File: src/rtl/cpu_types_pkg.sv
// Shared types for the memory arbiter: RAM handshake states, data word and FSM states.
package cpu_types_pkg;

  typedef logic [31:0] word_t;

  typedef enum logic [1:0] {
    FREE   = 2'd0,
    BUSY   = 2'd1,
    ACCESS = 2'd2,
    ERROR  = 2'd3
  } ramstate_t;

  typedef enum logic [1:0] {
    IDLE    = 2'd0,
    GRANT_I = 2'd1,
    GRANT_D = 2'd2
  } arb_state_t;

endpackage

File: src/rtl/arb_prio.sv
// Data-first grant pick with an anti-starvation counter that forces an instruction
// grant after STARVE_MAX consecutive data grants taken while a fetch was pending.
module arb_prio #(
  parameter int STARVE_MAX = 4
) (
  input  logic clk,
  input  logic rst,
  input  logic idle,
  input  logic ireq,
  input  logic dreq,
  output logic pick_i,
  output logic pick_d
);

  localparam int SW = $clog2(STARVE_MAX + 1);
  localparam logic [SW-1:0] SMAX = SW'(STARVE_MAX);

  logic [SW-1:0] starve_cnt;

  always_comb begin
    pick_d = dreq && ((starve_cnt < SMAX) || !ireq);
    pick_i = ireq && !pick_d;
  end

  // Only decisions taken in IDLE count; a data pick implies starve_cnt < SMAX when ireq is high.
  always_ff @(posedge clk) begin
    if (rst) begin
      starve_cnt <= '0;
    end else if (idle) begin
      if (pick_d && ireq) begin
        starve_cnt <= starve_cnt + 1'b1;
      end else if (pick_i || !ireq) begin
        starve_cnt <= '0;
      end
    end
  end

endmodule

File: src/rtl/mem_arbiter.sv
// Shares one RAM port between instruction fetch and data access; hits are combinational
// in the ACCESS cycle, one IDLE cycle separates grants, a watchdog bounds each grant.
module mem_arbiter
  import cpu_types_pkg::*;
#(
  parameter int STARVE_MAX = 4,
  parameter int TIMEOUT    = 15
) (
  input  logic      CLK,
  input  logic      RST,
  input  logic      iREN,
  input  word_t     iaddr,
  input  logic      dREN,
  input  logic      dWEN,
  input  word_t     daddr,
  input  word_t     dstore,
  input  ramstate_t ramstate,
  input  word_t     ramload,
  output logic      ramREN,
  output logic      ramWEN,
  output word_t     ramaddr,
  output word_t     ramstore,
  output logic      ihit,
  output logic      dhit,
  output word_t     iload,
  output word_t     dload,
  output logic      timeout_err
);

  localparam int WW = $clog2(TIMEOUT + 1);
  localparam logic [WW-1:0] WAIT_MAX = WW'(TIMEOUT);

  arb_state_t    state, next_state;
  logic [WW-1:0] wait_cnt;
  logic          wait_inc, timeout_hit, req, idle, dreq, pick_i, pick_d;

  assign idle = (state == IDLE);
  assign dreq = dREN | dWEN;

  arb_prio #(.STARVE_MAX(STARVE_MAX)) u_prio (
    .clk    (CLK),
    .rst    (RST),
    .idle   (idle),
    .ireq   (iREN),
    .dreq   (dreq),
    .pick_i (pick_i),
    .pick_d (pick_d)
  );

  always_ff @(posedge CLK) begin
    if (RST) state <= IDLE;
    else     state <= next_state;
  end

  // Everything stays at zero while RST is high so a grant cut by reset issues no hit.
  always_comb begin
    next_state  = state;
    ramREN      = 1'b0;
    ramWEN      = 1'b0;
    ramaddr     = '0;
    ramstore    = '0;
    ihit        = 1'b0;
    dhit        = 1'b0;
    iload       = '0;
    dload       = '0;
    wait_inc    = 1'b0;
    timeout_hit = 1'b0;
    req         = (state == GRANT_I) ? iREN : dreq;
    if (!RST) begin
      case (state)
        IDLE: begin
          if (pick_d)      next_state = GRANT_D;
          else if (pick_i) next_state = GRANT_I;
        end
        GRANT_I, GRANT_D: begin
          if (!req) begin
            next_state = IDLE;
          end else begin
            if (state == GRANT_I) begin
              ramREN  = 1'b1;
              ramaddr = iaddr;
            end else begin
              ramaddr  = daddr;
              ramstore = dstore;
              ramWEN   = dWEN;
              ramREN   = dREN & ~dWEN;
            end
            if (wait_cnt == WAIT_MAX) begin
              next_state  = IDLE;
              timeout_hit = 1'b1;
            end else if (ramstate == ACCESS) begin
              next_state = IDLE;
              if (state == GRANT_I) begin
                ihit  = 1'b1;
                iload = ramload;
              end else begin
                dhit  = 1'b1;
                dload = ramload;
              end
            end else if (ramstate == ERROR) begin
              next_state = IDLE;
            end else begin
              wait_inc = 1'b1;
            end
          end
        end
        default: next_state = IDLE;
      endcase
    end
  end

  always_ff @(posedge CLK) begin
    if (RST || idle) wait_cnt <= '0;
    else if (wait_inc) wait_cnt <= wait_cnt + 1'b1;
  end

  always_ff @(posedge CLK) begin
    if (RST)              timeout_err <= 1'b0;
    else if (timeout_hit) timeout_err <= 1'b1;
  end

endmodule

File: config.mk
export PLATFORM = sky130hd
export DESIGN_NAME = mem_arbiter
export DESIGN_NICKNAME = d
export VERILOG_FILES = /design/src/rtl/cpu_types_pkg.sv /design/src/rtl/arb_prio.sv /design/src/rtl/mem_arbiter.sv
export SDC_FILE = /design/constraint.sdc
export NUM_CORES = 1
export LEC_CHECK = 0
export ABC_CLOCK_PERIOD_IN_PS = 1840
export CORE_AREA = 2 2 103 105
export CTS_CLUSTER_SIZE = 20
export DETAILED_ROUTE_END_ITERATION = 8
export DIE_AREA = 0 0 105 107
export PLACE_DENSITY = 0.66
export SETUP_SLACK_MARGIN = 0.3
export SYNTH_ARGS = -nofsm -noshare
export SYNTH_HDL_FRONTEND = slang
export SYNTH_SLANG_ARGS = --single-unit
File: constraint.sdc
create_clock -name CLK -period 1.84 [get_ports CLK]
set_input_delay 0.184 -clock CLK [delete_from_list [all_inputs] [get_ports CLK]]
set_output_delay 0.184 -clock CLK [all_outputs]
set_load 0.01 [all_outputs]
# After elaboration in Yosys (flattened, before gate mapping)
# Index checks and enable logic that the tools add are counted.
dict set report word_totals {
  regBits 10
  inputBits 135
  out_inout_bits 133
}
dict set report op_classes {
  addsub 2
  n_lt_le_gt_ge 1
  n_eq_ne 7
  mux 60
  bitwise 3
  n_reduce_logical 13
}
# operator count
set ops {}
lappend ops {{$mux 32} 20}
lappend ops {{$mux 1} 31}
lappend ops {{$mux 2} 6}
lappend ops {{$eq 2x2->1 const B} 3}
lappend ops {{$mux 3} 2}
lappend ops {{$ne 5x5->1 const B} 1}
lappend ops {{$add 4x1->4 const B} 1}
lappend ops {{$eq 4x4->1 const B} 1}
lappend ops {{$pmux 2 s2} 1}
lappend ops {{$reduce_and 2->1} 2}
lappend ops {{$add 3x1->3 const B} 1}
lappend ops {{$logic_and 1x1->1} 3}
lappend ops {{$logic_or 1x1->1} 3}
lappend ops {{$lt 3x3->1 const B} 1}
lappend ops {{$ne 3x1->1 const B} 1}
lappend ops {{$eq 2x1->1 const B} 1}
lappend ops {{$logic_not 1->1} 2}
lappend ops {{$logic_not 2->1} 1}
lappend ops {{$reduce_bool 2->1} 1}
lappend ops {{$reduce_or 2->1} 1}
lappend ops {{$and 1x1->1} 1}
lappend ops {{$not 1->1} 1}
lappend ops {{$or 1x1->1} 1}

# Longest topological paths before layout
dict set report depth {
  ltp_word 8
  depth_mapped 8
  ltp_nobuf 6
}

# Modules after synthesis
# A second synthesis with hierarchy kept.
dict set report hier_totals {
  cells_unflattened 297
  area_unflattened_um2 1955.6
}
# module instances cells_per_inst area_each_um2
set modules_own_cells {}
lappend modules_own_cells {mem_arbiter 1 281 1791.7}
lappend modules_own_cells {arb_prio 1 16 163.9}

# Worst setup path before layout
# No wires, ideal clock.
dict set report synth_path {
  kind {register to output}
  from {register state[1]}
  to {output port dload[22]}
  t_arrival_ps 1719
  t_required_ps 1656
  slack_ps -63
  stages_incl_launch_ff 9
  cell_sequence {dfxtp_1 > inv_1 > ha_1 > buf_2 > or3_4 > nand4b_4 > nor3_4 > buf_2 > and2_1}
}
dict set report synth_between {
  elab_chain_cells 7
  elab_cells_between_ends 10
  classes_between {2 x eq/ne; 7 x mux; 1 x reduce/logical}
}
# item line
set synth_rtl {}
lappend synth_rtl {{start, declared} mem_arbiter.sv:33} ;# arb_state_t state, next_state;
lappend synth_rtl {{start signal, assigned} mem_arbiter.sv:52} ;# else state <= next_state;
lappend synth_rtl {{$eq 2x1->1} {mem_arbiter.sv:68, mem_arbiter.sv:70, mem_arbiter.sv:93}}
lappend synth_rtl {{$mux 32} mem_arbiter.sv:93} ;# if (state == GRANT_I) begin
lappend synth_rtl {{$mux 32} mem_arbiter.sv:91} ;# end else if (ramstate == ACCESS) begin
lappend synth_rtl {{$mux 32} mem_arbiter.sv:88} ;# if (wait_cnt == WAIT_MAX) begin
lappend synth_rtl {{$mux 32} mem_arbiter.sv:76} ;# if (!req) begin
lappend synth_rtl {{$mux 32 *} mem_arbiter.sv:70} ;# case (state)
lappend synth_rtl {{$mux 32 *} mem_arbiter.sv:69} ;# if (!RST) begin
lappend synth_rtl {{end, declared} mem_arbiter.sv:26} ;# output word_t dload,
# Mark *: on every way between the ends. The rest lies on a longest branch, timed or not.

# Worst setup path after layout
dict set report layout_path {
  from {register state[1]}
  to {output port dload[6]}
}
# The elaborated chain is that of the path after synthesis.

==> results.py <==
metrics = {
    "outcome": {
        "status": "complete, but fails checks",
        "violations": "negative setup slack",
    },
    "worst_setup_path": {
        "cp-start-kind": "flop",
        "critical_path_class": "flop to output port",
        "cpPeakStageDelay_ns": 0.35,
        "critPathMaxFanout": 8,
        "cp_cell_sequence": "inv_4 > ha_4 > or3_4 > nand4b_4 > buf_6 > nor3_4 > buf_6 > clkbuf_16 > and2_4 > buf_6",
        "arrival_ns": 2.14,
        "critPathCaptureType": "output port",
        "r2r_slack_ns": -0.02,
        "crit_family": "simple AND/OR/NAND/NOR gates",
        "cp_data_required_time_ns": 1.66,
        "cpMostUsedCell": "buf_6",
        "slowest_stage": "or3_4",
        "cp.buffers_inverters": 5,
    },
    "placed_design": {
        "placed_cell_area_um2": 4830,
        "io_buffer_count": 267,
        "globalplace.congestion": 0.788,
        "place.detailed.hpwl_mm": 8.46,
    },
    "clock_network": {
        "htreeDepth": 1,
        "worstSkewPairLatency_ns": 0.25,
        "cts-root-buf": "clkbuf_8",
        "cts_sinks": 10,
        "cts_tree": "done",
        "cts_buffer_depth": 2,
        "cts_buffers": 3,
        "cts_hold_buf": 0,
        "cts.clk_slew.worst_paths_ns": 0.05,
    },
    "sta": {
        "fin_worst_skew_ns": 0.00827,
        "layout_worst_path_cycle_share_pct": 126,
        "tightest_slew_ns": 0.328,
        "finalHoldViolCount": 0,
        "layout_min_cycle_time_ns": 2.32,
        "rsz0062_at_grt": "true",
        "setup_violations": 134,
        "drv_slew": 0,
        "timing.final.ws_setup_ns": -0.484,
        "setup_tns_ns": -41.16,
        "slew_headroom_pct": 78.0,
        "fmax_mhz": 430,
    },
    "yosys": {
        "avgSynthCellArea_um2": 7.10,
        "ys_seq_area_share_pct": 11.5,
        "yosysWarnings": 0,
        "synth_cell_types": 29,
        "syn_area_um2": 1740,
        "syn_nets": 386,
        "yosysTopAreaCell": "and2_1",
        "ys_ff_latch": 10,
        "synthFlopType": "dfxtp_1",
        "synth_area_leaders": "and2_1 35%, mux2i_1 20%, dfxtp_1 12%, nor2_1 8.6%, ha_1 4.3%",
        "netlist_instances": 245,
        "synth_edf_count": 0,
        "synth_top_area_share_pct": 34.9,
        "async_reset_ff_share_pct": 0,
    },
    "drt": {
        "drc_errors": 0,
        "drt_iter0_markers": 74,
        "drt-total-wl_mm": 11.7,
        "drtAntennaViolNets": 0,
        "post_drt_wl_per_cell_um": 16.7,
        "drtPass1Iterations": 4,
        "num_vias": 2950,
        "vias_per_cell": 4.21,
    },
    "floorplanning": {
        "core_um2": 10100,
        "core.rowCount": 37,
        "die_w_um": 105,
        "initial_core_util_pct": 17.2,
        "die_h_um": 107,
        "fp.dieArea_um2": 11200,
        "ios": 268,
    },
    "layout": {
        "final_area_um2": 5630,
        "fin_nets": 703,
        "area_growth_pct": 223,
        "layout-drive-gt1-share_pct": 55.1,
        "fillers": 894,
        "post-route-util_pct": 55.8,
    },
    "pwr": {
        "p_leak_nw": 2.53,
        "finalPower_w": 0.00150,
        "powerDensity_nw_per_um2": 266,
        "vdd_drop_max_v": 0.000318,
    },
    "global_route": {
        "grt_pass1_wl_mm": 15.8,
        "grt_max_degree": 31,
        "first_global_vias": 2947,
        "overflow": 0,
        "antenna_found_initial": 7,
        "grt_util_all_layers_pct": 17.7,
    },
    "hold_path": {
        "hp-class": "flop to flop",
    },
    "run": {
        "drv_cap": 0,
    },
}
registers in the layout (all words and copies together), names as in the netlist:
signal / cells
wait_cnt: 4
state: 2
timeout_err: 1
u_prio.starve_cnt: 3
worst paths after layout:
kind                             start              endpoint  cells past startpoint
setup / recovery              state[1]              dload[6]                     10
hold / removal    u_prio.starve_cnt[0]  u_prio.starve_cnt[0]                      2
setup reg to reg              state[1]           wait_cnt[1]                     10
hold reg to reg   u_prio.starve_cnt[0]  u_prio.starve_cnt[0]                      2
through the flow:
step	hold slack [ns]	std cells	worst slack, ns
after CTS	0.532	686	-0.500
after floorplan	0.338	245	0.0472
after detailed placement	0.521	655	-0.834
final	0.527	701	-0.484
after global placement	0.496	655	-0.760
after global routing	0.568	698	-0.545
cell type report:
type | count | area, um^2 | area share (%)
tap | 136 | 170 | 3.02
multi-input combinational | 214 | 1780 | 31.6
antenna | 4 | 10.0 | 0.178
inverter | 5 | 23.8 | 0.422
timing repair buffer | 328 | 3390 | 60.1
sequential | 10 | 205 | 3.65
clock buffer | 4 | 55.1 | 0.978
Yosys cell counts, drive strengths merged, types with 2 or more instances:
master	number
inv	5
ha	6
nand3	4
buf	16
a22oi	2
and2	97
a21oi	5
or3	3
or2	2
nand2b	3
o21ai	2
mux2i	34
nor2	41
o22ai	2
dfxtp	10
nor3	4
worst min-delay path, cell delays in order, from the launching register on:
cell     delay [ns]
dfxtp_1        0.34
mux2i_1        0.08
nor2_1         0.07
routing by layer:
| metal | GRT usage (%) | wire, um | up-vias | part of all wire (%) |
|---|---|---|---|---|
| met5 | 0 | 41 | - | 0.35 |
| met4 | 3.24 | 216 | 6 | 1.8 |
| met3 | 7.05 | 1050 | 25 | 8.9 |
| met2 | 32.2 | 6000 | 150 | 51 |
| met1 | 19.5 | 4390 | 1328 | 38 |
| li1 | - | - | 1441 | - |
layout by cell type, fill, tap and decap left out, drive strengths merged, types with 3 or more instances in the layout:
cell           Yosys  final
clkdlybuf4s50      0    135
clkbuf             1     39
nand3              4      4
nor3               4      4
dfxtp             10     10
ha                 6      6
nor2              41     42
diode              0      4
or3                3      3
nand2b             3      3
a21oi              5      5
inv                5      5
and2              97     97
buf               16    157
mux2i             34     34
power breakdown:
| part | leakage (nW) | switching [W] | total [W] | internal [W] |
|---|---|---|---|---|
| clock | 0.0288 | 0.000102 | 0.000292 | 0.000189 |
| sequential | 0.0821 | 0.00000645 | 0.000230 | 0.000224 |
| combinational | 2.42 | 0.000348 | 0.000974 | 0.000626 |
| total | 2.53 | 0.000457 | 0.00150 | 0.00104 |
what timing repair did:
item                                    in CTS  in global routing
setup buffers                               21                  7
gates resized for setup                    474                194
gates cloned                                 6                  4
endpoints found under the setup margin     138                139
pin swaps                                   36                 28
cell families (layout without fill, tap and decap cells):
logic type,Yosys count,count (layout),share of synthesized area (%)
DFF,10,10,11.5
AOI/OAI and AO/OA,14,14,5.10
xor gates and xnor gates,1,1,0.503
and+or+nand+nor,158,159,53.3
adders and majority gates,6,6,4.31
buffers and inverters,22,337,5.68
muxes,34,34,19.6
other,0,4,0
(Power assumes the default switching activity.)
